==> src/rtl/seg_scan_display.sv <==
// Multiplexed 7-segment scanner: latches per-digit codes on load and drives one active-low anode per slot.
// Optional blink support is compiled in with the SEG_SCAN_BLINK_EN macro.
module seg_scan_display #(
  parameter int N_DIGITS    = 4,
  parameter int REFRESH_DIV = 25000,
  parameter int BLINK_SLOTS = 256
) (
  input  logic                    clk,
  input  logic                    rst_n,
  input  logic                    enable,
  input  logic                    load,
  input  logic [N_DIGITS*5-1:0]   codes,
  input  logic [N_DIGITS-1:0]     dp_mask,
  input  logic [N_DIGITS-1:0]     blink_mask,
  output logic [7:0]              seg,
  output logic [N_DIGITS-1:0]     an
);

  localparam int                CNT_W      = $clog2(REFRESH_DIV);
  localparam int                IDX_W      = (N_DIGITS > 1) ? $clog2(N_DIGITS) : 1;
  localparam logic [CNT_W-1:0]  CNT_LAST   = CNT_W'(REFRESH_DIV - 1);
  localparam logic [IDX_W-1:0]  IDX_LAST   = IDX_W'(N_DIGITS - 1);
  localparam logic [4:0]        CODE_BLANK = 5'd19;

  // Shadow registers: the only place the input ports are sampled.
  logic [4:0]          code_q [N_DIGITS];
  logic [N_DIGITS-1:0] dp_q;

  // Scan state.
  logic [CNT_W-1:0]    cnt_q, cnt_d;
  logic [IDX_W-1:0]    idx_q, idx_d;
  logic                tick;

  // Registered outputs.
  logic [7:0]          seg_q, seg_d;
  logic [N_DIGITS-1:0] an_q, an_d;

  // NOTE: the shadow array is reset because a blank code must be displayed
  // before the first load; otherwise arrays without a functional reset value
  // should be left unreset.
  always_ff @(posedge clk or negedge rst_n) begin
    if (!rst_n) begin
      for (int i = 0; i < N_DIGITS; i++) begin
        code_q[i] <= CODE_BLANK;
      end
      dp_q <= '0;
    end else if (load) begin
      for (int i = 0; i < N_DIGITS; i++) begin
        code_q[i] <= codes[5*i +: 5];
      end
      dp_q <= dp_mask;
    end
  end

  // Refresh counter and digit index; both hold while the display is off.
  assign tick = enable && (cnt_q == CNT_LAST);

  always_comb begin
    // NOTE: every always_comb output gets a default first so no path can
    // leave it unassigned and infer a latch.
    cnt_d = cnt_q;
    idx_d = idx_q;
    if (enable) begin
      cnt_d = tick ? '0 : cnt_q + CNT_W'(1);
    end
    if (tick) begin
      idx_d = (idx_q == IDX_LAST) ? '0 : idx_q + IDX_W'(1);
    end
  end

  always_ff @(posedge clk or negedge rst_n) begin
    if (!rst_n) begin
      cnt_q <= '0;
      idx_q <= '0;
    end else begin
      // NOTE: non-blocking assignments keep all registers updating from the
      // same pre-edge values, as real flops do.
      cnt_q <= cnt_d;
      idx_q <= idx_d;
    end
  end

`ifdef SEG_SCAN_BLINK_EN
  localparam int               BCNT_W    = (BLINK_SLOTS > 1) ? $clog2(BLINK_SLOTS) : 1;
  localparam logic [BCNT_W-1:0] BCNT_LAST = BCNT_W'(BLINK_SLOTS - 1);

  logic [N_DIGITS-1:0] blink_q;
  logic [BCNT_W-1:0]   bcnt_q, bcnt_d;
  logic                phase_q, phase_d;
  logic                blank_now;

  always_comb begin
    bcnt_d  = bcnt_q;
    phase_d = phase_q;
    if (tick) begin
      if (bcnt_q == BCNT_LAST) begin
        bcnt_d  = '0;
        phase_d = ~phase_q;
      end else begin
        bcnt_d  = bcnt_q + BCNT_W'(1);
      end
    end
  end

  always_ff @(posedge clk or negedge rst_n) begin
    if (!rst_n) begin
      blink_q <= '0;
      bcnt_q  <= '0;
      phase_q <= 1'b0;
    end else begin
      if (load) begin
        blink_q <= blink_mask;
      end
      bcnt_q  <= bcnt_d;
      phase_q <= phase_d;
    end
  end

  // Phase and index advance on the same tick, so they always agree here.
  assign blank_now = blink_q[idx_q] & phase_q;
`else
  localparam int unused_blink_slots = BLINK_SLOTS;
  logic unused_blink_mask;
  logic blank_now;

  assign unused_blink_mask = ^blink_mask;
  assign blank_now         = 1'b0;
`endif

  // Character decode to {a,b,c,d,e,f,g}.
  function automatic logic [6:0] decode(input logic [4:0] code);
    logic [6:0] pat;
    case (code)
      5'd0:    pat = 7'b1111110;
      5'd1:    pat = 7'b0110000;
      5'd2:    pat = 7'b1101101;
      5'd3:    pat = 7'b1111001;
      5'd4:    pat = 7'b0110011;
      5'd5:    pat = 7'b1011011;
      5'd6:    pat = 7'b1011111;
      5'd7:    pat = 7'b1110000;
      5'd8:    pat = 7'b1111111;
      5'd9:    pat = 7'b1111011;
      5'd10:   pat = 7'b1110111;
      5'd11:   pat = 7'b0011111;
      5'd12:   pat = 7'b1001110;
      5'd13:   pat = 7'b0111101;
      5'd14:   pat = 7'b1001111;
      5'd15:   pat = 7'b1000111;
      5'd16:   pat = 7'b1110000;
      5'd17:   pat = 7'b0111000;
      5'd18:   pat = 7'b0000001;
      default: pat = 7'b0000000;
    endcase
    return pat;
  endfunction

  // Outputs follow the index one cycle later, from one coherent shadow read.
  always_comb begin
    an_d  = '1;
    seg_d = '0;
    if (enable) begin
      an_d = ~(N_DIGITS'(1) << idx_q);
      if (!blank_now) begin
        seg_d = {decode(code_q[idx_q]), dp_q[idx_q]};
      end
    end
  end

  always_ff @(posedge clk or negedge rst_n) begin
    if (!rst_n) begin
      an_q  <= '1;
      seg_q <= '0;
    end else begin
      an_q  <= an_d;
      seg_q <= seg_d;
    end
  end

  assign seg = seg_q;
  assign an  = an_q;

endmodule

==> config.mk <==
export PLATFORM = sky130hd
export DESIGN_NAME = seg_scan_display
export DESIGN_NICKNAME = d
export VERILOG_FILES = /design/src/rtl/seg_scan_display.sv
export SDC_FILE = /design/constraint.sdc
export NUM_CORES = 1
export LEC_CHECK = 0
export CAP_MARGIN = 10
export CELL_PAD_IN_SITES_DETAIL_PLACEMENT = 1
export CELL_PAD_IN_SITES_GLOBAL_PLACEMENT = 2
export CORE_MARGIN = 3
export CORE_UTILIZATION = 31
export DETAILED_ROUTE_END_ITERATION = 12
export GPL_ROUTABILITY_DRIVEN = 0
export HOLD_SLACK_MARGIN = 0.15
export PLACE_DENSITY_LB_ADDON = 0.2
export SKIP_LAST_GASP = 1
export SYNTH_ARGS = -nofsm -noshare
export SYNTH_HDL_FRONTEND = slang
export SYNTH_SLANG_ARGS = --single-unit
==> constraint.sdc <==
create_clock -name clk -period 3.1 [get_ports clk]
set_input_delay 0.31 -clock clk [delete_from_list [all_inputs] [get_ports clk]]
set_output_delay 0.31 -clock clk [all_outputs]
set_load 0.01 [all_outputs]
After elaboration in Yosys (flattened, before gate mapping)

Memories as Yosys holds them, arrays and structs flattened.
Cells that the tools add are included.

Add/sub/neg operators: 2
$mul: 0
Divide/modulo/power cells: 0
Order comparisons: 2
Eq/ne operators: 2
Shift-type cells: 1
Multiplexer cells: 9
Bitwise operators: 2
Reduce and logical (&&, ||, !) cells: 1

Operator list:

| kind                                                        | number |
|---|---|
| adder 15 x 1 -> 15 bit (second input constant)              | 1 |
| equality test 15 bit (second input constant)                | 1 |
| two-way mux 15 bit                                          | 1 |
| binary-select mux 5 bit (select 2 bit)                      | 1 |
| two-way mux 5 bit                                           | 2 |
| two-way mux 8 bit                                           | 1 |
| two-way mux 4 bit                                           | 1 |
| inverter 4 bit                                              | 1 |
| left shift 1 x 2 -> 4 bit (first input constant)            | 1 |
| greater-or-equal comparator 3 bit (second input constant)   | 1 |
| less-than comparator 2 x 3 -> 1 bit (second input constant) | 1 |
| inverter 2 -> 3 bit                                         | 1 |
| adder 2 x 1 -> 2 bit (second input constant)                | 1 |
| binary-select mux 1 bit (select 2 bit)                      | 1 |
| equality test 2 bit (second input constant)                 | 1 |
| two-way mux 2 bit                                           | 1 |
| logical AND 1 bit                                           | 1 |
| two-way mux 1 bit                                           | 1 |

Bits in registers: 53
Latch bits: 0
RAM bits: 0
ROM bits: 224
Input bits: 32
Output and inout port bits: 12
Logic and storage cells: 29
Memories: 1

Memory list:

| memory          | words | bits a word | rd ports | clocked after Yosys merged registers in | write ports | RTL line | RTL |
|---|---|---|---|---|---|---|---|
| (no name shown) | 32    | 7           | 1        | 0                                       | 0           | 133      | `case (code)` |

Logic depth before layout (Yosys ltp)

Gate-level depths: netlist of run 1.
An unclocked memory read counts as a cell.

Depth in word-level cells: 6
Depth in mapped cells: 8
Gate-level depth less buffers: 7

Worst setup path before layout of run 1

OpenSTA, ideal clock, no wires.

Kind: flip-flop to flip-flop
Start point: reg idx_q[0]
End point: reg seg_q[4] (netlist: seg[4])
Setup time: 129 ps
Data arrival time: 1880 ps
Required time: 2971 ps
Path slack: 1091 ps
Cell stages (with the launch flop): 8
Path buffers: 1
Clock period less this slack: 2009 ps
Cell sequence: dfrtp_1 > buf_6 > mux4_1 > inv_1 > ha_1 > o21ai_0 > a211o_1 > a21boi_0

Word-level cells in the longest chain between the ends: 6

Ends and longest elaborated chain:

| what                                                 | RTL line | RTL |
|---|---|---|
| from (decl)                                          | 31       | `logic [IDX_W-1:0] idx_q, idx_d;` |
| from (signal assigned)                               | 79       | `idx_q <= idx_d;` |
| inverter 2 -> 3 bit (not written as such)            | 165      | `seg_d = {decode(code_q[idx_q]), dp_q[idx_q]};` |
| binary-select mux 5 bit (select 2 bit)               | 165      |  |
| two-way mux 5 bit (not written as such) (2 in a row) | 165      |  |
| memory read (32 x 7 bit)                             | -        |  |
| two-way mux 8 bit                                    | 162      | `if (enable) begin` |
| net seg_d[4]                                         | 35       | `logic [7:0] seg_q, seg_d;` |
| to (signal assigned)                                 | 176      | `seg_q <= seg_d;` |
| to (decl)                                            | 35       |  |

The timed path passes the listed nets, and every way through them passes these cells. The select of a mux whose other input is x is not followed.
A chain may end at the register's enable or synchronous reset.

Worst setup path after layout of run 1

Start point: reg idx_q[0]
End point: reg seg_q[6] (netlist: seg[6])

Same word-level chain as after synthesis.

==> results of run 1 <==
registers in the layout (all words and copies together) (netlist names):
signal	flops
an	4
dp_q	4
idx_q	2
seg	8
code_q	20
cnt_q	15
critical path: cells and delay by family (launching register included):
family	cells	cell delay [ns]
AO/OA/AOI/OAI	2	0.40
adder cells (fa/ha/maj)	1	0.25
buffers and inverters	1	0.19
flip-flops	1	0.53
multiplexers	2	0.84
routing by layer:
metal / vias up / routed length (um) / track usage (%)
met5: - / 0 / 0
met4: 0 / 46 / 3.51
met3: 4 / 207 / 2.66
met2: 32 / 2450 / 18.2
met1: 863 / 2720 / 17.3
li1: 813 / - / -
power by group through the flow:
stage	Sequential, mW	Clock, mW	Combinational [mW]
final	0.854	0.495	0.300
after global placement	0.867	0	0.297
after CTS	0.855	0.514	0.305
after global routing	0.871	0.541	0.339
after detailed placement	0.867	0	0.305
after floorplan	0.854	0	0.189
cells in the mapped netlist (all sizes together), types with 2 or more instances:
cell type / count / area [um^2]
nand4: 6 / 37.5
buf: 2 / 16.3
nor4: 2 / 12.5
nor2: 13 / 48.8
xnor2: 8 / 70.1
xor2: 4 / 35.0
mux4: 5 / 120
ha: 12 / 150
mux2i: 5 / 50.1
dfstp: 16 / 420
dfrtp: 37 / 926
o21ai: 8 / 40.0
nand2: 11 / 41.3
mux2: 29 / 330
clkbuf: 7 / 36.3
nor3: 4 / 20.0
inv: 8 / 30.0
a21oi: 4 / 20.0
nand3: 5 / 25.0
nor4bb: 3 / 30.0
layout make-up:
class / instances / area [um^2]
fillers: 864 / 4700
flip-flops and latches: 53 / 1350
multi-input cells: 135 / 1160
repair buffers: 46 / 440
well taps: 102 / 128
clock buffers: 5 / 68.8
clock inverters: 3 / 47.5
inverters: 8 / 30.0
through the flow:
| stage | area [um^2] | cells | setup WS [ns] | hold slack [ns] | utilization [%] |
|---|---|---|---|---|---|
| finish | 3220 | 352 | 0.819 | 0.463 | 40.7 |
| global route | 3220 | 352 | 0.614 | 0.498 | 40.7 |
| CTS | 3220 | 352 | 0.789 | 0.467 | 40.7 |
| detailed placement | 3100 | 343 | 0.815 | 0.275 | 39.1 |
| global placement | 3100 | 343 | 0.875 | 0.272 | 39.1 |
| floorplan | 2590 | 205 | 1.09 | 0.0144 | - |
placed cells by master, fill, tap and decap left out, types with 2 or more instances in the layout:
| cell type | count |
|---|---|
| a21oi_1 | 4 |
| buf_4 | 6 |
| clkbuf_8 | 5 |
| clkdlybuf4s50_1 | 38 |
| dfrtp_1 | 37 |
| dfstp_2 | 16 |
| ha_1 | 12 |
| inv_1 | 8 |
| inv_6 | 2 |
| mux2_2 | 28 |
| mux2i_1 | 5 |
| mux4_1 | 2 |
| mux4_2 | 3 |
| nand2_1 | 11 |
| nand3_1 | 5 |
| nand4_1 | 6 |
| nor2_1 | 13 |
| nor3_1 | 4 |
| nor4_1 | 2 |
| nor4bb_1 | 3 |
| o21ai_0 | 8 |
| xnor2_1 | 8 |
| xor2_1 | 4 |
kinds of logic (layout without fill, tap and decap cells):
kind of cell / after synthesis / in the layout / share of synthesized area (%)
flip-flops: 53 / 53 / 51.9
AND/OR/NAND/NOR: 52 / 52 / 10.7
multiplexers: 39 / 39 / 19.3
AO/OA/AOI/OAI: 20 / 20 / 5.07
buffers and inverters: 17 / 62 / 3.18
adder cells (fa/ha/maj): 12 / 12 / 5.79
XOR/XNOR: 12 / 12 / 4.05
how the worst max path moves through the flow:
| stage | startpoint | to | slack, ns | cells past startpoint |
|---|---|---|---|---|
| 5_1_grt | idx_q[0] | seg[6] | 0.61 | 6 |
| 4_1_cts | idx_q[0] | seg[6] | 0.79 | 6 |
| 3_5_place_dp | idx_q[0] | seg[4] | 0.81 | 6 |
| 6_report | idx_q[0] | seg[6] | 0.82 | 6 |
| 3_3_place_gp | idx_q[0] | seg[4] | 0.88 | 6 |
| 2_1_floorplan | idx_q[0] | seg[4] | 1.09 | 7 |
==> impl_metrics.yaml, run 1 <==
clock_tree:
  cts_buffers: 5
  ctsResizeCount: 0
  h-tree-depth: 2
  clockBufferDepth: 2
  root_buffer: "clkbuf_8"
  cts.reportedPaths.clkPinSlew_ns: 0.11
  clk_latency_ns: 0.31
  cts_tree: "built"
  cts.sinks: 53
  ctsHoldBuffers: 1
  cts_setup_buffers: 0
critical_path:
  cp_slowest_cell: "mux4_1"
  r2r-end: "seg[6]"
  r2r_start: "idx_q[0]"
  end_kind: "flip-flop"
  crit_path_cell_trace: "mux4_1 > inv_1 > ha_1 > o21ai_0 > mux2i_1 > o21ai_0"
  r2r_cells: 6
  cp_common_cell: "o21ai_0"
  cp_slowest_stage_delay_ns: 0.73
  worstSetupPathType: "reg2reg"
  crit_path_start_kind: "flip-flop"
  worstPathRequired_ns: 3.33
  crit_arrival_ns: 2.51
  ff2ff_setup_slack_ns: 0.82
  path_max_fanout: 6
finish:
  drive_gt1_share_pct: 26.4
  area_delta_synth_final_pct: 24.4
  final_nets: 293
  antenna_cells: 0
min_path:
  hp-class: "in2async"
place:
  placement.io_buffers: 39
  dpl.hpwl_um: 3940
job:
  maxCapViolations: 0
pwr:
  p_leak_nw: 1.39
  intPower_mw: 1.20
  peakVddDrop_uv: 164
  power_density_nw_per_um2: 511
  switchingPower_mw: 0.451
  p_seq_share_pct: 51.8
  pwr-share-comb_pct: 18.2
  p_total_mw: 1.65
  clkPwrFrac_pct: 30.0
  netSwitchingFraction_pct: 27.3
yosys:
  synth_area_um2: 2590
  ys_async_sr_fraction_pct: 100
  yosys_warnings: 0
  synth_edf_count: 0
  synth_cells: 205
  synth.avg_cell_area_um2: 12.6
  ys_seq_elements: 53
  syn_nets: 249
  ys_types: 40
  synth_flop_cell: "dfrtp_1"
  ys_seq_area_share_pct: 51.9
floorplanning:
  dieWidth_um: 97.5
  dieArea_um2: 9500
  coreArea_um2: 7930
  ios: 44
  rows: 32
  start_util_pct: 32.7
  die_h_um: 97.5
timing:
  slew_violations: 0
  finalCritPeriodShare_pct: 73.6
  max_freq_mhz: 438
  hold_viol_final: 0
  fin_crit_ns: 2.28
  slew-limit-headroom_pct: 69.2
  rsz0062_at_grt: "no"
  tightest_slew_ns: 0.460
  setup_viol: 0
  fin_setup_tns_ns: 0
  clock_skew_ns: 0.0155
global_routing:
  grt_first_pass_wirelength_um: 9320
  track_usage_pct: 12.0
  grt_pass1_vias: 1837
  antenna_found_initial: 0
  grt_max_degree: 37
  overflow: 0
detailed_routing:
  route.detailed.drc: 0
  vias: 1712
  wl_per_cell_um: 15.4
  ant_nets: 0
  viasPerCell: 4.86
  firstDrtPassIters: 4
  wl_um: 5420
  first_iter_violations: 51
outcome:
  outcome: "completed"
Note: power is estimated with default switching activity, not from simulation.
==> inputs of run 2 (changes only) <==
==> constraint.sdc (replaced) <==
create_clock -name clk -period 1.95 [get_ports clk]
set_input_delay 0.195 -clock clk [delete_from_list [all_inputs] [get_ports clk]]
set_output_delay 0.195 -clock clk [all_outputs]
set_load 0.01 [all_outputs]
==> run 2 against run 1 <==
  * Critical path depth stayed put
  * Hold slack worse by 0.069 ns
  * Flip-flop and latch count stayed put
  * Global-route usage is 0.35 points higher
  * Critical path type unchanged
  * Clock power is 53% higher
==> impl_metrics.yaml, run 2 (synthesis gave the netlist of run 1 again) <==
finish:
  multi_input_comb_area_um2: 1220
  area_delta_synth_final_pct: 32.0
  stdcell_count: 370
  seq_area_um2: 1350
  top_register: "code_q"
  final_common_cell: "clkdlybuf4s50_1"
  utilization_pct: 43.2
  fin_area_um2: 3420
  drive_gt1_share_pct: 34.7
  layout_common_cells: "38 x clkdlybuf4s50_1, 37 x dfrtp_1, 27 x mux2_2"
  final_nets: 311
  antenna_cells: 0
  largest_reg_flops: 20
  n_fill_cell: 864
critical_path:
  cp_slowest_stage_delay_ns: 0.62
  worstPathRequired_ns: 2.14
  crit_path_start_kind: "flip-flop"
  cp_slowest_cell: "mux4_2"
  worstSetupPathType: "reg2reg"
  end_kind: "flip-flop"
  crit_path_cell_trace: "buf_6 > mux4_2 > buf_4 > mux2i_1 > a32oi_1 > a21boi_2"
  path_max_fanout: 7
  crit_arrival_ns: 2.05
floorplanning:
  ios: 44
  dieWidth_um: 97.5
  coreArea_um2: 7930
  die_h_um: 97.5
  start_util_pct: 32.7
  dieArea_um2: 9500
  rows: 32
timing:
  slew_violations: 0
  fin_crit_ns: 1.86
  clock_skew_ns: 0.00752
  rsz0062_at_grt: "yes"
  slew-limit-headroom_pct: 78.4
  tightest_slew_ns: 0.321
  hold_viol_final: 0
  hold_slack_ns: 0.394
  worst_slack_ns: 0.0890
  max_freq_mhz: 537
  setup_viol: 0
  finalCritPeriodShare_pct: 95.4
clock_tree:
  h-tree-depth: 2
  cts_tree: "built"
  clockBufferDepth: 2
  cts.sinks: 53
  clk_latency_ns: 0.31
  root_buffer: "clkbuf_8"
  cts_buffers: 5
  cts.reportedPaths.clkPinSlew_ns: 0.10
pwr:
  clkPwrFrac_pct: 28.4
  pwr-share-comb_pct: 20.6
  p_leak_nw: 1.49
  intPower_mw: 1.95
  peakVddDrop_uv: 342
  power_density_nw_per_um2: 779
  switchingPower_mw: 0.713
  p_seq_share_pct: 51.0
  netSwitchingFraction_pct: 26.7
detailed_routing:
  first_iter_violations: 47
  route.detailed.drc: 0
  ant_nets: 0
  firstDrtPassIters: 4
  viasPerCell: 4.74
  wl_per_cell_um: 15.0
  wl_um: 5550
  vias: 1754
place:
  placed_cells: 356
  place_ws_ns: 0.00639
  postPlaceCellArea_um2: 3200
  dpl.hpwl_um: 3970
  placement.io_buffers: 39
outcome:
  outcome: "completed"
global_routing:
  grt_max_degree: 54
  grt_pass1_vias: 1910
  track_usage_pct: 12.4
  antenna_found_initial: 0
  grt_first_pass_wirelength_um: 9650
  overflow: 0
job:
  maxCapViolations: 0
min_path:
  hp-class: "in2async"
[run 2: cell count changes in the layout (fill, tap and decap cells not counted), sizes merged]
| cell | change |
|---|---|
| buf | +17 |
| clkbuf | +1 |
| clkinv | +1 |
| inv | -2 |
| mux4 | +1 |
[run 2: metrics by stage]
step	setup TNS [ns]	total power [mW]
global route	-0.0237	2.82
global placement	0	1.88
detailed placement	0	1.90
floorplan	0	1.66
finish	0	2.66
CTS	-0.0208	2.68
[run 2: path summary, 6_finish.rpt]
check | startpoint | to | slack [ns] | cells past startpoint
setup reg to reg | idx_q[0] | seg[4] | 0.09 | 6
setup / recovery | idx_q[0] | seg[4] | 0.09 | 6
hold / removal | rst_n | seg[3] | 0.39 | 3
hold reg to reg | cnt_q[9] | cnt_q[9] | 0.51 | 1
min in group clk | dp_mask[0] | dp_q[0] | 0.49 | 2
max in group asynchronous | rst_n | code_q[6] | 1.24 | 3
[run 2: layer usage]
| layer | share of wire [%] | routed length, um | global-route usage, % | up-vias |
|---|---|---|---|---|
| met5 | 0 | 0 | 0 | - |
| met4 | 0.61 | 34 | 2.77 | 0 |
| met3 | 3.3 | 181 | 2.51 | 4 |
| met2 | 48 | 2640 | 19.8 | 29 |
| met1 | 49 | 2700 | 17.4 | 871 |
| li1 | - | - | - | 850 |
[run 2: worst max-delay path: cells and delay by family (launching register included)]
family                 cells  cell delay (ns)
AOI/OAI and AO/OA          2             0.26
buffers and inverters      2             0.35
DFF                        1             0.40
muxes                      2             0.73
[run 2: area by class of cell]
type / instances / share of cell area [%]
clock inverters: 2 / 1.13
clock buffers: 6 / 2.12
repair buffers: 63 / 17.2
multi-input cells: 136 / 35.6
well taps: 102 / 3.73
inverters: 8 / 0.878
flip-flops and latches: 53 / 39.3
[run 2: timing repair]
item,4_1_cts,5_1_grt
hold buffers,1,0
pin swaps,0,3
endpoints found under the hold margin,53,0
buffers inserted,1,3
gates resized for setup,1,16
setup endpoints to repair,2,7
cloned,1,0
[run 2: power by group through the flow]
stage | registers (mW) | logic [mW] | clock network (mW)
6_report | 1.36 | 0.549 | 0.757
5_1_grt | 1.38 | 0.613 | 0.829
4_1_cts | 1.36 | 0.532 | 0.788
3_5_place_dp | 1.38 | 0.520 | 0
3_3_place_gp | 1.38 | 0.507 | 0
2_1_floorplan | 1.36 | 0.300 | 0
==> inputs of run 3 (changes only) <==
--- a/config.mk
+++ b/config.mk
@@ -8,6 +8,7 @@
 export CAP_MARGIN = 10
 export CELL_PAD_IN_SITES_DETAIL_PLACEMENT = 1
 export CELL_PAD_IN_SITES_GLOBAL_PLACEMENT = 2
+export CORE_ASPECT_RATIO = 0.75
 export CORE_MARGIN = 3
 export CORE_UTILIZATION = 31
 export DETAILED_ROUTE_END_ITERATION = 12
==> run 3 against run 2 <==
  * Worst setup slack worse by 0.012 ns
  * Die area is 0.11% higher
  * Final cell count is 0.27% lower
  * Clock skew is 0.0012 ns lower
  * Core utilization is 0.46 points lower
  * Hold slack better by 0.0069 ns
  * Cell area is 0.11% higher
  * Largest cell class unchanged
  * Highest routed layer unchanged
==> impl_metrics.yaml, run 3 (synthesis gave the netlist of run 1 again) <==
outcome:
  outcome: "completed"
clock_tree:
  cts_tree: "built"
  clockBufferDepth: 2
  cts_buffers: 5
  clk_latency_ns: 0.31
  cts.reportedPaths.clkPinSlew_ns: 0.10
  root_buffer: "clkbuf_8"
  h-tree-depth: 2
  cts.sinks: 53
place:
  dpl.hpwl_um: 3930
  placement.io_buffers: 39
floorplanning:
  dieArea_um2: 9510
  coreArea_um2: 8020
  ios: 44
  dieWidth_um: 112
  rows: 28
  die_h_um: 85.2
  start_util_pct: 32.3
global_routing:
  antenna_found_initial: 0
  grt_pass1_vias: 1831
  grt_first_pass_wirelength_um: 9290
  grt_max_degree: 54
  track_usage_pct: 12.3
  overflow: 0
finish:
  area_delta_synth_final_pct: 32.1
  antenna_cells: 0
  largest_reg_flops: 20
  multi_input_comb_area_um2: 1210
  layout_common_cells: "38 x clkdlybuf4s50_1, 36 x dfrtp_1, 27 x mux2_2"
  drive_gt1_share_pct: 34.1
  top_register: "code_q"
  final_nets: 307
  seq_area_um2: 1350
  n_fill_cell: 861
  final_common_cell: "clkdlybuf4s50_1"
detailed_routing:
  firstDrtPassIters: 4
  ant_nets: 0
  wl_per_cell_um: 15.2
  first_iter_violations: 44
  route.detailed.drc: 0
  wl_um: 5630
  viasPerCell: 4.79
  vias: 1769
timing:
  tightest_slew_ns: 0.416
  clock_skew_ns: 0.00636
  hold_slack_ns: 0.401
  fin_crit_ns: 1.87
  setup_viol: 0
  hold_viol_final: 0
  slew_violations: 0
  slew-limit-headroom_pct: 72.0
  fin_setup_tns_ns: 0
  max_freq_mhz: 534
  finalCritPeriodShare_pct: 96.1
pwr:
  pwr-share-comb_pct: 21.2
  intPower_mw: 1.86
  clkPwrFrac_pct: 26.3
  netSwitchingFraction_pct: 28.3
  peakVddDrop_uv: 347
  power_density_nw_per_um2: 756
  p_leak_nw: 1.48
  switchingPower_mw: 0.733
  p_seq_share_pct: 52.5
job:
  maxCapViolations: 0
critical_path:
  crit_path_start_kind: "flip-flop"
  worstPathRequired_ns: 2.16
  end_kind: "flip-flop"
  crit_arrival_ns: 2.08
  worstSetupPathType: "reg2reg"
  path_max_fanout: 7
min_path:
  hp-class: "in2async"
## run 3: final timing paths
path                       startpoint          to  slack [ns]  depth (start not counted)
max in group asynchronous       rst_n  code_q[16]        1.26                          3
setup / recovery             idx_q[0]      seg[1]        0.08                          6
min in group clk           dp_mask[0]     dp_q[0]        0.49                          2
hold / removal                  rst_n      seg[3]        0.40                          3
hold reg to reg              cnt_q[9]    cnt_q[9]        0.51                          1
setup reg to reg             idx_q[0]      seg[1]        0.08                          6
## run 3: repair_timing
action,in CTS,in global routing
hold endpoints to repair,53,0
setup buffers,1,3
pin swaps,0,3
gates cloned,0,1
hold buffers,1,0
resized for setup,1,16
setup endpoints to repair,4,6
## run 3: layout make-up
class,instances,share of cell area (%)
Clock buffer,6,2.41
Clock inverter,2,0.475
Inverter,8,0.877
Multi-Input combinational cell,135,35.2
Sequential cell,53,39.3
Tap cell,105,3.83
Timing Repair Buffer,60,17.9
## run 3: power by group through the flow
stage,logic [mW],clock network [mW],registers (mW)
6_report,0.550,0.682,1.36
5_1_grt,0.610,0.764,1.38
4_1_cts,0.527,0.717,1.36
3_5_place_dp,0.518,0,1.38
3_3_place_gp,0.511,0,1.38
2_1_floorplan,0.300,0,1.36
## run 3: through the flow
stage / cell area [um^2] / instances / utilization, % / setup slack, ns / power (mW)
6_report: 3430 / 369 / 42.7 / 0.0770 / 2.59
5_1_grt: 3430 / 369 / 42.7 / -0.00161 / 2.76
4_1_cts: 3330 / 365 / 41.5 / 0.00814 / 2.60
3_5_place_dp: 3200 / 355 / 39.9 / -0.0454 / 1.90
3_3_place_gp: 3200 / 355 / 39.9 / -0.0168 / 1.89
2_1_floorplan: 2590 / 205 / - / 0.0344 / 1.66
## run 3: critical path, stage by stage, from the launching register on
cell	delay (ns)
dfrtp_2	0.41
buf_6	0.10
mux4_2	0.57
buf_12	0.18
mux2_2	0.22
nand2_1	0.05
a31o_2	0.24
## run 3: per-layer routing
metal	up-vias	track usage [%]	share of wire (%)
li1	842	-	-
met2	31	18.5	43
met3	9	3.06	3.9
met4	0	3.31	1.4
met1	887	17.9	52
met5	-	0	0
==> RTL edit 1: new RTL, config.mk and constraints of run 1 <==
Register the inputs `enable`, `codes` and `dp_mask` before use, with the module's reset. The logic sees them one clock later. The other inputs are not delayed to match.
--- a/src/rtl/seg_scan_display.sv
+++ b/src/rtl/seg_scan_display.sv
@@ -22,6 +22,22 @@
   localparam logic [IDX_W-1:0]  IDX_LAST   = IDX_W'(N_DIGITS - 1);
   localparam logic [4:0]        CODE_BLANK = 5'd19;
 
+  logic enable_q;
+  logic [N_DIGITS*5-1:0] codes_q;
+  logic [N_DIGITS-1:0] dp_mask_q;
+
+  always_ff @(posedge clk or negedge rst_n) begin
+    if (!rst_n) begin
+      enable_q  <= '0;
+      codes_q   <= '0;
+      dp_mask_q <= '0;
+    end else begin
+      enable_q  <= enable;
+      codes_q   <= codes;
+      dp_mask_q <= dp_mask;
+    end
+  end
+
   // Shadow registers: the only place the input ports are sampled.
   logic [4:0]          code_q [N_DIGITS];
   logic [N_DIGITS-1:0] dp_q;
@@ -46,21 +62,21 @@
       dp_q <= '0;
     end else if (load) begin
       for (int i = 0; i < N_DIGITS; i++) begin
-        code_q[i] <= codes[5*i +: 5];
-      end
-      dp_q <= dp_mask;
+        code_q[i] <= codes_q[5*i +: 5];
+      end
+      dp_q <= dp_mask_q;
     end
   end
 
   // Refresh counter and digit index; both hold while the display is off.
-  assign tick = enable && (cnt_q == CNT_LAST);
+  assign tick = enable_q && (cnt_q == CNT_LAST);
 
   always_comb begin
     // NOTE: every always_comb output gets a default first so no path can
     // leave it unassigned and infer a latch.
     cnt_d = cnt_q;
     idx_d = idx_q;
-    if (enable) begin
+    if (enable_q) begin
       cnt_d = tick ? '0 : cnt_q + CNT_W'(1);
     end
     if (tick) begin
@@ -159,7 +175,7 @@
   always_comb begin
     an_d  = '1;
     seg_d = '0;
-    if (enable) begin
+    if (enable_q) begin
       an_d = ~(N_DIGITS'(1) << idx_q);
       if (!blank_now) begin
         seg_d = {decode(code_q[idx_q]), dp_q[idx_q]};
Function: changed (a bounded check fails within 4 cycles, from zero or initial values and one cycle with rst_n low).
==> RTL edit 1 against run 1 <==
Cell count increased by 19%; die area increased by 25%; area after synthesis increased by 26%; sequential cell count increased by 25; worst setup slack got worse by 0.040 ns; wire length increased by 13%; total power increased by 45%; cell area increased by 25%; non-clock buffer count decreased by 4; critical path type unchanged.
==> RTL edit 1: results (changes against run 1) <==
metric,value,unit,change
synthTopCellsByArea,"dfrtp_1 47%, dfstp_2 13%, mux2_2 8.9%",,
path_clk_slew,0.08,ns,-0.03 ns
yosys_warnings,0,,unchanged
outcome,"finished, final reports clean",,
hpwl,4.15,mm,+5.4%
yosysUniqueCellTypes,41,,+2.5%
cts_hold_buf,1,,unchanged
grt_max_degree,79,,+110%
ys_seq_area_frac,0.603,,+0.0834
drive_gt1_frac,0.247,,-0.0166
critical_path.max_fanout,9,,+3
grt_first_pass_wirelength,10.8,mm,+16%
place_area,0.00379,mm2,+22%
clockBufferDepth,2,,unchanged
synth_nets,283,,+14%
drt-pass1-iter-count,4,,unchanged
root_buffer,clkbuf_8,,
antenna_found_initial,0,,unchanged
grt_pass1_vias,2126,,+16%
cts_setup_buffers,0,,unchanged
ir_worst_vdd,0.234,mV,+43%
relSlewSlack,0.357,,-0.335
grt.total_usage,0.118,,-0.00225
wl_met2,2.77,mm,+13%
vias,1986,,+16%
routed-wl-met3,259,um,+25%
fin_worst_skew,0.0101,ns,-0.00541 ns
synth_common_cells,"62 x dfrtp_1, 26 x mux2_2, 16 x dfstp_2",,
highest_layer,met4,,
drtIter0Drc,40,,-22%
cts_buffers,9,,+4
wl_met1,3.03,mm,+11%
cts_resized,0,,unchanged
numPortBuffers,39,,unchanged
p_leak,1.67,nW,+20%
reg.largest.list,"code_q: 20 flops, codes_q: 20 flops, cnt_q: 15 flops",,
fill_cells,1058,,+22%
worstPathArrival,2.57,ns,+0.06 ns
nNetsFinal,326,,+11%
cts-htree-levels,3,,+1
diodes,0,,unchanged
min_path_type,primary input to flop,,
ys.flop_type,dfrtp_1,,
drt-total-wl,6.15,mm,+13%
clock_latency,0.34,ns,+0.03 ns
async_flop_share,1.00,,unchanged
-- RTL edit 1: cell types whose count changed in the layout (fill, tap and decap cells not counted), sizes merged, moves of 5 or more --
cell    before  now
clkbuf       5   10
dfrtp       37   62
nand3        5   10
nor2        13    8
xor2         4    9
-- RTL edit 1: worst paths after layout --
path | from | endpoint | slack, ns | cells after the start
worst max-delay path | idx_q[0]$_DFFE_PN0N_ | seg[4]$_DFF_PN0_ | 0.78 | 7
worst min-delay path | dp_mask[1] | dp_mask_q[1]$_DFF_PN0_ | 0.39 | 1
worst max register to register | idx_q[0]$_DFFE_PN0N_ | seg[4]$_DFF_PN0_ | 0.78 | 7
worst min register to register | codes_q[10]$_DFF_PN0_ | code_q[5]$_DFFE_PN1P_ | 0.48 | 1
max in group asynchronous | rst_n | code_q[2]$_DFFE_PN0P_ | 1.81 | 2
min in group asynchronous | rst_n | seg[1]$_DFF_PN0_ | 0.66 | 2
-- RTL edit 1: per-stage QoR --
stage               setup slack, ns  hold slack (ns)  total power, mW  cells   util
floorplan                      1.22           0.0144             1.38    239      -
global placement              0.749            0.457             1.50    403  0.379
detailed placement            0.767            0.463             1.52    403  0.379
CTS                           0.749            0.370             2.44    420  0.404
global route                  0.524            0.364             2.54    420  0.404
finish                        0.779            0.394             2.39    420  0.404
-- RTL edit 1: cells by family (layout without fill, tap and decap cells) --
kind of cell / Yosys count / count (layout) / synth area share
XOR/XNOR: 13 / 13 / 0.0348
AO/OA/AOI/OAI: 28 / 28 / 0.0547
buffers and inverters: 21 / 69 / 0.0279
adder cells (fa/ha/maj): 12 / 12 / 0.0459
multiplexers: 36 / 36 / 0.147
AND/OR/NAND/NOR: 51 / 51 / 0.0872
flip-flops: 78 / 78 / 0.603
-- RTL edit 1: final cells by class --
cell class | count | area share
Inverter | 11 | 0.0102
Timing Repair Buffer | 42 | 0.102
Clock buffer | 10 | 0.0316
Multi-Input combinational cell | 140 | 0.299
Sequential cell | 78 | 0.488
Clock inverter | 6 | 0.0276
Tap cell | 133 | 0.0412
-- RTL edit 1: worst max-delay path: stages, from the launching register on --
cell and delay [ns]:
dfrtp_1 0.67, mux4_2 0.67, inv_1 0.17, ha_1 0.17, inv_1 0.04, a211oi_1 0.18, o21ai_1 0.10, a31oi_1 0.23
-- RTL edit 1: layer usage --
layer / global-route usage / up-vias
li1: - / 932
met1: 0.165 / 1014
met2: 0.175 / 34
met3: 0.0332 / 6
met4: 0.0433 / 0
met5: 0 / -
-- RTL edit 1: power by group --
part	switching, mW	leakage [nW]	internal, mW
clock	0.369	0.116	0.535
sequential	0.0743	0.931	1.12
combinational	0.137	0.626	0.156
total	0.580	1.67	1.81
==> RTL edit 2: new RTL, flow settings as in run 1 <==
Made on the original files. The parameter `N_DIGITS` goes from 4 to 2.
--- a/src/rtl/seg_scan_display.sv
+++ b/src/rtl/seg_scan_display.sv
@@ -1,7 +1,7 @@
 // Multiplexed 7-segment scanner: latches per-digit codes on load and drives one active-low anode per slot.
 // Optional blink support is compiled in with the SEG_SCAN_BLINK_EN macro.
 module seg_scan_display #(
-  parameter int N_DIGITS    = 4,
+  parameter int N_DIGITS    = 2,
   parameter int REFRESH_DIV = 25000,
   parameter int BLINK_SLOTS = 256
 ) (
Interface: changed (resized an, blink_mask, codes and dp_mask); port bits go from 44 to 28. No check against the original RTL was run, so the function may have changed too.
==> RTL edit 2 against run 1 <==
Wire length down 20%; sequential cell count shrank 15; total power is 27% lower; cell area decreased by 25%; cell count is 19% lower; area after synthesis fell by 23%; worst setup slack better by 0.19 ns; die area is 22% lower; combinational power shrank 22%; non-clock buffer count is 20 lower; critical path depth stayed put; critical endpoint is now seg[1]$_DFF_PN0_.
==> RTL edit 2: results (changes against run 1) <==
metric,value,unit,change
critical_path.max_fanout,6,,unchanged
place_inst,277,,-19%
fin_worst_skew,0.00741,ns,-0.00809 ns
reg2reg_setup_slack,1.01,ns,+0.19 ns
regToRegEndpoint,seg[1]$_DFF_PN0_,,
antenna_found_initial,0,,unchanged
synth_cells,181,,-12%
worst_pin_slew,0.853,ns,+0.393 ns
rows,28,,-13%
drt-pass1-iter-count,3,,-1
p_leak,1.01,nW,-27%
grt_max_degree,39,,+5.4%
ant_nets,0,,unchanged
outcome,"finished, final reports clean",,
crit_type,flop to flop,,
synthTopCellsByArea,"dfrtp_1 38%, dfstp_2 11%, mux2_2 7.3%",,
rr_worst_depth,6,,unchanged
place_area,0.00231,mm2,-25%
vias,1418,,-17%
path_clk_slew,0.08,ns,-0.03 ns
grt_first_pass_wirelength,7.45,mm,-20%
synth_common_cells,"30 x dfrtp_1, 16 x nand2_1, 16 x nor2_1",,
reg2reg_from,idx_q$_DFFE_PN0P_,,
worstPathArrival,2.27,ns,-0.24 ns
yosysUniqueCellTypes,40,,unchanged
hpwl,3.29,mm,-17%
drt-total-wl,4.35,mm,-20%
synth_nets,207,,-17%
drive_gt1_frac,0.181,,-0.0830
largest_reg_flops,15,,-25%
ys.flop_type,dfrtp_1,,
drtIter0Drc,37,,-27%
clock_latency,0.28,ns,-0.03 ns
regMostFlops,cnt_q,,
grt.total_usage,0.128,,+0.00747
numPortBuffers,25,,-36%
grt_pass1_vias,1481,,-19%
ir_worst_vdd,0.260,mV,+59%
nNetsFinal,235,,-20%
ys_seq_area_frac,0.481,,-0.0381
swShare,0.287,,+0.0137
post_drt_wl_per_cell,15.3,um,-0.91%
root_buffer,clkbuf_8,,
async_flop_share,1.00,,unchanged
## RTL edit 2: cell types whose count changed in the layout (fill, tap and decap cells not counted), sizes merged, moves of 4 or more
cell                  run 1  this run
mux2                     29        14
nand2                    11        16
buf                       7         2
mux4                      5         0
dfrtp                    37        30
a21oi                     4         8
dfstp                    16         8
ha                       12         8
clkdlybuf4s50            38        24
## RTL edit 2: logic make-up after synthesis
family                   after synthesis  synth area share
flip-flops                            38             0.481
XOR/XNOR                              16            0.0702
AO/OA/AOI/OAI                         23            0.0802
multiplexers                          22             0.127
adder cells (fa/ha/maj)                8            0.0501
AND/OR/NAND/NOR                       59             0.156
buffers and inverters                 15            0.0351
## RTL edit 2: power by group through the flow
stage               logic (mW)  clock network [mW]  registers, mW
floorplan                0.146                   0          0.624
global placement         0.227                   0          0.628
detailed placement       0.236                   0          0.634
CTS                      0.236               0.370          0.626
global route             0.263               0.396          0.637
finish                   0.233               0.349          0.625
## RTL edit 2: cell type report
class	instances	area [um2]
Tap cell	75	93.8
Clock inverter	2	12.5
Timing Repair Buffer	26	253
Inverter	10	37.5
Fill cell	709	3690
Clock buffer	6	82.6
Sequential cell	38	961
Multi-Input combinational cell	128	966
## RTL edit 2: how the worst max path moves through the flow
| stage | end | slack (ns) | depth (start not counted) |
|---|---|---|---|
| 3_5_place_dp | cnt_q[13]$_DFFE_PN0P_ | 0.96 | 5 |
| 5_1_grt | seg[1]$_DFF_PN0_ | 0.79 | 6 |
| 4_1_cts | seg[1]$_DFF_PN0_ | 0.98 | 6 |
| 6_report | seg[1]$_DFF_PN0_ | 1.01 | 6 |
| 3_3_place_gp | cnt_q[13]$_DFFE_PN0P_ | 0.93 | 5 |
| 2_1_floorplan | seg[5]$_DFF_PN0_ | 1.38 | 6 |
## RTL edit 2: critical path: stages (launching register included)
cell,delay (ns)
dfrtp_1,0.48
mux2i_1,0.51
inv_1,0.23
ha_1,0.31
nand2_1,0.10
a21oi_1,0.09
o32ai_2,0.26
## RTL edit 2: metrics by stage
step | hold WS, ns | util | worst slack, ns
final | 0.137 | 0.395 | 1.01
after global placement | 0.446 | 0.379 | 0.934
after global routing | 0.207 | 0.395 | 0.787
after CTS | 0.167 | 0.395 | 0.979
after floorplan | 0.0144 | - | 1.38
after detailed placement | 0.476 | 0.379 | 0.957
## RTL edit 2: per-layer routing
metal | vias to the layer above | share of wire | global-route usage
li1 | 682 | - | -
met1 | 707 | 0.47 | 0.167
met2 | 24 | 0.47 | 0.217
met3 | 5 | 0.040 | 0.0257
met4 | 0 | 0.011 | 0.0340
met5 | - | 0 | 0
